--- config.mk ---
export PLATFORM = sky130hd
export DESIGN_NAME = pacman_motion_flat
export DESIGN_NICKNAME = d
export VERILOG_FILES = /design/src/rtl/pacman_motion_if.sv /design/src/rtl/pacman_motion.sv /design/src/flat_wrapper.sv
export SDC_FILE = /design/constraint.sdc
export NUM_CORES = 1
export LEC_CHECK = 0
export ABC_AREA = 1
export BUFFER_PORTS_ARGS = -buffer_cell sky130_fd_sc_hd__clkbuf_2
export CAP_MARGIN = 5
export CORE_MARGIN = 4
export CORE_UTILIZATION = 45
export DETAILED_ROUTE_END_ITERATION = 8
export PLACE_DENSITY = 0.73
export SLEW_MARGIN = 20
export SYNTH_ARGS = -nofsm -noshare
export SYNTH_HDL_FRONTEND = slang
export SYNTH_SLANG_ARGS = --single-unit
--- constraint.sdc ---
create_clock -name Clk -period 4.33 [get_ports Clk]
set_clock_uncertainty 0.15 [all_clocks]
set_input_delay 0.2165 -clock Clk [delete_from_list [all_inputs] [get_ports Clk]]
set_output_delay 0.2165 -clock Clk [all_outputs]
set_load 0.02 [all_outputs]
--- src/rtl/pacman_motion_if.sv ---
// Wall ROM read port: probe strobe and pixel coordinate out, wall bit back one cycle later.
interface pacman_motion_if;
  logic       wall_rd_en;
  logic [9:0] wall_rd_x;
  logic [9:0] wall_rd_y;
  logic       wall_hit;

  modport master (
    output wall_rd_en,
    output wall_rd_x,
    output wall_rd_y,
    input  wall_hit
  );

  modport slave (
    input  wall_rd_en,
    input  wall_rd_x,
    input  wall_rd_y,
    output wall_hit
  );
endinterface

--- src/rtl/pacman_motion.sv ---
// PacMan position owner: queues WASD turns, probes the wall ROM once per frame tick and steps
// the sprite, with horizontal tunnel wrap-around.
module pacman_motion #(
  parameter logic [9:0] START_X = 10'd304,
  parameter logic [9:0] START_Y = 10'd352,
  parameter logic [9:0] SIZE    = 10'd16,
  parameter logic [9:0] STEP    = 10'd1,
  parameter logic [9:0] X_LIMIT = 10'd624
) (
  input  logic                   Clk,
  input  logic                   Reset,
  input  logic                   frame_tick,
  input  logic                   restart,
  input  logic                   run_en,
  input  logic [7:0]             keycode,
  pacman_motion_if.master        rom,
  output logic [9:0]             pX,
  output logic [9:0]             pY,
  output logic [9:0]             pSize,
  output logic [1:0]             dir,
  output logic                   moving
);

  localparam logic [2:0] IDLE = 3'd0;
  localparam logic [2:0] QA   = 3'd1;
  localparam logic [2:0] QB   = 3'd2;
  localparam logic [2:0] QW   = 3'd3;
  localparam logic [2:0] CA   = 3'd4;
  localparam logic [2:0] CB   = 3'd5;
  localparam logic [2:0] CW   = 3'd6;
  localparam logic [2:0] MOVE = 3'd7;

  localparam logic [1:0] DirUp    = 2'b00;
  localparam logic [1:0] DirDown  = 2'b01;
  localparam logic [1:0] DirLeft  = 2'b10;
  localparam logic [1:0] DirRight = 2'b11;

  localparam logic [9:0] E = SIZE - 10'd1;

  logic [2:0] state_q, state_d;
  logic [1:0] dir_q, dir_d;
  logic [1:0] qdir_q, qdir_d;
  logic [1:0] pdir_q, pdir_d;
  logic [9:0] px_q, px_d;
  logic [9:0] py_q, py_d;
  logic       moving_q, moving_d;
  logic       hit_a_q, hit_a_d;
  logic       rd_en_q, rd_en_d;
  logic [9:0] rd_x_q, rd_x_d;
  logic [9:0] rd_y_q, rd_y_d;

  logic       blocked;
  logic       corner_b;
  logic [9:0] probe_x, probe_y;

  function automatic logic edge_blocked(input logic [1:0] d, input logic [9:0] y);
    return (d == DirUp && y < STEP) || (d == DirDown && (y + E + STEP) > 10'd479);
  endfunction

  function automatic logic edge_tunnel(input logic [1:0] d, input logic [9:0] x);
    return (d == DirLeft && x < STEP) || (d == DirRight && (x + STEP) > X_LIMIT);
  endfunction

  always_comb begin
    qdir_d = qdir_q;
    case (keycode)
      8'h1A:   qdir_d = DirUp;
      8'h16:   qdir_d = DirDown;
      8'h04:   qdir_d = DirLeft;
      8'h07:   qdir_d = DirRight;
      default: qdir_d = qdir_q;
    endcase
  end

  // Off-map edges never consult the ROM, so any stale hit data is masked out here.
  assign blocked = edge_blocked(pdir_q, py_q) |
                   (~edge_tunnel(pdir_q, px_q) & (hit_a_q | rom.wall_hit));

  always_comb begin
    state_d  = state_q;
    dir_d    = dir_q;
    pdir_d   = pdir_q;
    px_d     = px_q;
    py_d     = py_q;
    moving_d = moving_q;
    hit_a_d  = hit_a_q;
    if (state_q != IDLE && !run_en) begin
      state_d = IDLE;
    end else begin
      case (state_q)
        IDLE: begin
          if (frame_tick && run_en) begin
            state_d = (qdir_q != dir_q) ? QA : CA;
            pdir_d  = qdir_q;
          end
        end
        QA: state_d = QB;
        QB: begin
          state_d = QW;
          hit_a_d = rom.wall_hit;
        end
        QW: begin
          if (blocked) begin
            state_d = CA;
            pdir_d  = dir_q;
          end else begin
            state_d = MOVE;
            dir_d   = pdir_q;
          end
        end
        CA: state_d = CB;
        CB: begin
          state_d = CW;
          hit_a_d = rom.wall_hit;
        end
        CW: begin
          if (blocked) begin
            state_d  = IDLE;
            moving_d = 1'b0;
          end else begin
            state_d = MOVE;
          end
        end
        MOVE: begin
          state_d  = IDLE;
          moving_d = 1'b1;
          case (dir_q)
            DirUp:    py_d = py_q - STEP;
            DirDown:  py_d = py_q + STEP;
            DirLeft:  px_d = (px_q < STEP) ? X_LIMIT : px_q - STEP;
            default:  px_d = ((px_q + STEP) > X_LIMIT) ? 10'd0 : px_q + STEP;
          endcase
        end
        default: state_d = IDLE;
      endcase
    end
  end

  // Read strobe is registered against the next state so it is high during QA/QB and CA/CB.
  assign corner_b = (state_d == QB) || (state_d == CB);

  always_comb begin
    probe_x = px_q;
    probe_y = py_q;
    case (pdir_d)
      DirUp: begin
        probe_x = px_q + (corner_b ? E : 10'd0);
        probe_y = py_q - STEP;
      end
      DirDown: begin
        probe_x = px_q + (corner_b ? E : 10'd0);
        probe_y = py_q + E + STEP;
      end
      DirLeft: begin
        probe_x = px_q - STEP;
        probe_y = py_q + (corner_b ? E : 10'd0);
      end
      default: begin
        probe_x = px_q + E + STEP;
        probe_y = py_q + (corner_b ? E : 10'd0);
      end
    endcase
  end

  always_comb begin
    rd_en_d = (state_d == QA || state_d == QB || state_d == CA || state_d == CB) &&
              !edge_blocked(pdir_d, py_q) && !edge_tunnel(pdir_d, px_q);
    rd_x_d  = rd_en_d ? probe_x : rd_x_q;
    rd_y_d  = rd_en_d ? probe_y : rd_y_q;
  end

  always_ff @(posedge Clk) begin
    if (Reset || restart) begin
      state_q  <= IDLE;
      dir_q    <= DirLeft;
      qdir_q   <= DirLeft;
      pdir_q   <= DirLeft;
      px_q     <= START_X;
      py_q     <= START_Y;
      moving_q <= 1'b0;
      hit_a_q  <= 1'b0;
      rd_en_q  <= 1'b0;
      rd_x_q   <= 10'd0;
      rd_y_q   <= 10'd0;
    end else begin
      state_q  <= state_d;
      dir_q    <= dir_d;
      qdir_q   <= qdir_d;
      pdir_q   <= pdir_d;
      px_q     <= px_d;
      py_q     <= py_d;
      moving_q <= moving_d;
      hit_a_q  <= hit_a_d;
      rd_en_q  <= rd_en_d;
      rd_x_q   <= rd_x_d;
      rd_y_q   <= rd_y_d;
    end
  end

  assign rom.wall_rd_en = rd_en_q;
  assign rom.wall_rd_x  = rd_x_q;
  assign rom.wall_rd_y  = rd_y_q;
  assign pX     = px_q;
  assign pY     = py_q;
  assign pSize  = SIZE;
  assign dir    = dir_q;
  assign moving = moving_q;

endmodule

--- src/flat_wrapper.sv ---
// flat-port wrapper written by rule: the top's interface ports become plain ports
module pacman_motion_flat 
#(
  parameter logic [9:0] START_X = 10'd304,
  parameter logic [9:0] START_Y = 10'd352,
  parameter logic [9:0] SIZE    = 10'd16,
  parameter logic [9:0] STEP    = 10'd1,
  parameter logic [9:0] X_LIMIT = 10'd624
)
  (Clk, Reset, frame_tick, restart, run_en, keycode, pX, pY, pSize, dir, moving, rom_wall_rd_en, rom_wall_rd_x, rom_wall_rd_y, rom_wall_hit);
  pacman_motion_if rom_i ();
  input  logic Clk;
  input  logic Reset;
  input  logic frame_tick;
  input  logic restart;
  input  logic run_en;
  input  logic [7:0] keycode;
  output logic [9:0] pX;
  output logic [9:0] pY;
  output logic [9:0] pSize;
  output logic [1:0] dir;
  output logic moving;
  output wire logic [$bits(rom_i.wall_rd_en)-1:0] rom_wall_rd_en;
  output wire logic [$bits(rom_i.wall_rd_x)-1:0] rom_wall_rd_x;
  output wire logic [$bits(rom_i.wall_rd_y)-1:0] rom_wall_rd_y;
  input wire logic [$bits(rom_i.wall_hit)-1:0] rom_wall_hit;
  assign rom_wall_rd_en = rom_i.wall_rd_en;
  assign rom_wall_rd_x = rom_i.wall_rd_x;
  assign rom_wall_rd_y = rom_i.wall_rd_y;
  assign rom_i.wall_hit = rom_wall_hit;
  pacman_motion #(.START_X(START_X), .START_Y(START_Y), .SIZE(SIZE), .STEP(STEP), .X_LIMIT(X_LIMIT)) u_core (.Clk(Clk), .Reset(Reset), .frame_tick(frame_tick), .restart(restart), .run_en(run_en), .keycode(keycode), .rom(rom_i), .pX(pX), .pY(pY), .pSize(pSize), .dir(dir), .moving(moving));
endmodule
==> out/qor.csv <==
stage,metric,value,unit
synth,#FFs+latches synth,52,
clock_tree,CTS tree,built,
worst_setup_path,flop2flop setup slack,0.25,ns
synth,sequential fraction of the synthesis area,22.9,%
final_layout,Finished Layout Cells,923,
timing,FMAX,245,MHz
placement,Port Buf Inserts,57,
hold_path,WHS Endpoint,u_core.qdir_q[0],
outcome,status,finished clean,
timing,setup ws final,0.245,ns
route,metal3 WL,567,um
worst_setup_path,R2R Path End,u_core.rom.wall_rd_y[6],
hold_path,Worst Hold Depth,3,
worst_setup_path,worst r2r src,u_core.pY[5],
placement,DP Wirelength,10300,um
route,Via-to-Cell Ratio,5.31,
worst_setup_path,critical path startpoint category,register,
power,VDD IR-drop max,0.000127,V
worst_setup_path,critical path capture point type,register,
synth,post-synth top area share,22.9,%
final_layout,Layout Nets,825,
synth,Ys Warns,0,
power,pwr/cell area,227,nW/um2
placement,"worst slack, placed",-0.000109,ns
route,drt first pass iters,6,
worst_setup_path,Worst Setup Path Type,reg2reg,
timing,count of final hold-check violations,0,
final_layout,diode count,0,
worst_setup_path,Crit path required time,4.39,ns
die,Die W,108,um
final_layout,Layout Utilization,54.8,%
global_routing,pin count of the biggest net entering global routing,42,
timing,hold slack,0.0795,ns
die,row count,36,
route,wl on met1,5780,um
worst_setup_path,slowest library cell on the worst path,dfxtp_4,
route,DRT iter0 DRCs,276,
die,I/O pin total,68,
route,drt drc,0,
worst_setup_path,Crit Path Max Fanout,5,
worst_setup_path,Reg2Reg Depth,33,
synth,Avg Synthesized Cell Area,6.36,um2
worst_setup_path,CP arrival,4.14,ns
timing,final setup fails,0,
timing,Period minus WS final,4.08,ns
synth,post-synth top area cell,dfxtp_1,
hold_path,Hold Startpoint,keycode[1],
global_routing,vias in the first global route,4736,
synth,Post-synth EDFFs,0,
die,Initial Util,46.3,%
final_layout,fraction of layout cells with a size suffix above 1,25.2,%
clock_tree,clock sinks,52,
route,Top Layer Used,met4,
final_layout,register area,1060,um2
synth,leading post-synthesis cells by cell area,"dfxtp_1, nand2_1, nor2_1, nand3_1, xor2_1",
timing,setup tns final,0,ns
worst_setup_path,Max stage delay on crit path,0.38,ns
synth,ys flop type,dfxtp_1,
final_layout,area grow syn2layout,18.4,%
global_routing,global-route wire length before repair,22100,um
route,metal2 WL,6800,um
route,final wirelength,13600,um
synth,post-synth cell types,43,
power,Lkg Pwr,2.60,nW
timing,Rel. slew slack,42.1,%
final_layout,Post-Layout Inst Area,5380,um2
final_layout,multi-input logic area,3140,um2
route,vias,4898,
global_routing,overflow left after global routing,0,
clock_tree,CTS Buf Count,5,
worst_setup_path,"most used cell, CP",nand2_1,
route,WL/cell,14.8,um
placement,"Cell Area, Placed",5030,um2
die,die area,11800,um2
clock_tree,"Clk pin slew, worst setup/hold paths",0.10,ns
synth,async set-reset flop share out of synthesis,0,%
clock_tree,clk buf depth,2,
synth,post-synthesis instance area,4540,um2
synth,Mapped Cells,714,
global_routing,antenna violations before repair,0,
timing,Tcrit/Tclk final,94.3,%
die,DIE HEIGHT,108,um
clock_tree,Clock Latency Late Sink,0.31,ns
synth,most frequent cell after synthesis,nand2_1,
flow_run,number of max-cap violations,0,
hold_path,worst hold path class,in2reg,
clock_tree,CTS H-tree depth,2,
placement,placed cells,910,
final_layout,# fillers,995,
global_routing,GRT Total Usage,23.0,%
placement,final RePlAce weighted congestion,0.973,
route,antenna-violating nets left,0,
clock_tree,clock root cell,clkbuf_8,
timing,measured slew at the worst slew-check pin,0.866,ns
timing,fin. max-slew vios,0,
die,Core Footprint,9820,um2
synth,"top cells by count, synth","nand2_1, nor2_1, nand3_1",
power,Final Power,1.22,mW
registers in the layout, indices dropped and copies added, names as in the netlist:
signal / flops
u_core.hit_a_q: 1
u_core.state_q: 3
u_core.rom.wall_rd_x: 10
u_core.moving: 1
u_core.dir: 2
u_core.pY: 10
u_core.qdir_q: 2
u_core.pdir_q: 2
u_core.rom.wall_rd_en: 1
u_core.pX: 10
u_core.rom.wall_rd_y: 10
cell type report:
type                       instances  area share (%)
multi-input combinational        558            58.3
clock buffer                       5            1.28
inverter                          71            5.00
tap                              133            3.09
clock inverter                     1           0.558
timing repair buffer             103            12.0
sequential                        52            19.8
placed cells by master, fill, tap and decap left out, drive strengths merged:
cell type and n:
and2 2, nor2 123, nor4 1, or2 5, xor2 35, a32o 1, a211oi 1, ha 18
conb 10, inv 68, o211a 1, nand3 89, nand4 6, o2111ai 1, fa 2, clkbuf 62
nor3 12, nand2 139, buf 45, a31oi 6, xnor2 4, bufinv 1, dlygate4sd3 1, dfxtp 52
o21bai 4, o211ai 5, a221oi 2, a21oi 50, o21ai 41, clkinv 3
critical path, delay by kind of cell (launching register included):
kind / cells / cell delay [ns]
buf+inv: 6 / 0.44
fa+ha+maj: 3 / 0.69
simple gates: 23 / 2.15
xor+xnor: 1 / 0.14
flops: 1 / 0.38
cells by family after synthesis:
family	Yosys count	share of synthesized area [%]
DFF	52	22.9
xor gates and xnor gates	39	7.52
and+or+nand+nor	377	37.6
other	2	0.165
AOI/OAI and AO/OA	112	13.5
buffers and inverters	112	12.4
adders and majority gates	20	5.84
power by group:
group / switching, mW / total (mW) / internal, mW
Combinational: 0.248 / 0.376 / 0.128
Sequential: 0.0148 / 0.514 / 0.499
Clock: 0.165 / 0.331 / 0.166
timing repair:
| item | in CTS | in global routing |
|---|---|---|
| pin swaps | 0 | 10 |
| endpoints found under the hold margin | 1 | 0 |
| setup endpoints to repair | 2 | 14 |
| hold buffers | 1 | 0 |
| buffers inserted | 0 | 6 |
| gates resized for setup | 2 | 61 |
per-layer routing:
layer / global-route usage (%) / vias to the layer above
met5: 0 / -
met4: 9.20 / 0
met2: 40.8 / 149
li1: - / 2447
met3: 2.51 / 38
met1: 28.3 / 2264
worst max-delay path by stage:
stage	from	to	slack (ns)	depth (start not counted)
after CTS	u_core.pY[5]	u_core.rom.wall_rd_y[6]	0.003	30
after floorplan	u_core.pX[1]	u_core.rom.wall_rd_y[6]	0.15	32
after global routing	u_core.pX[1]	u_core.rom.wall_rd_y[9]	-0.08	31
final	u_core.pY[5]	u_core.rom.wall_rd_y[6]	0.25	33
after global placement	u_core.pY[4]	u_core.rom.wall_rd_y[6]	0.08	30
after detailed placement	u_core.pY[4]	u_core.rom.wall_rd_y[9]	-0.0001	27
Note: power is estimated with default switching activity, not from simulation.
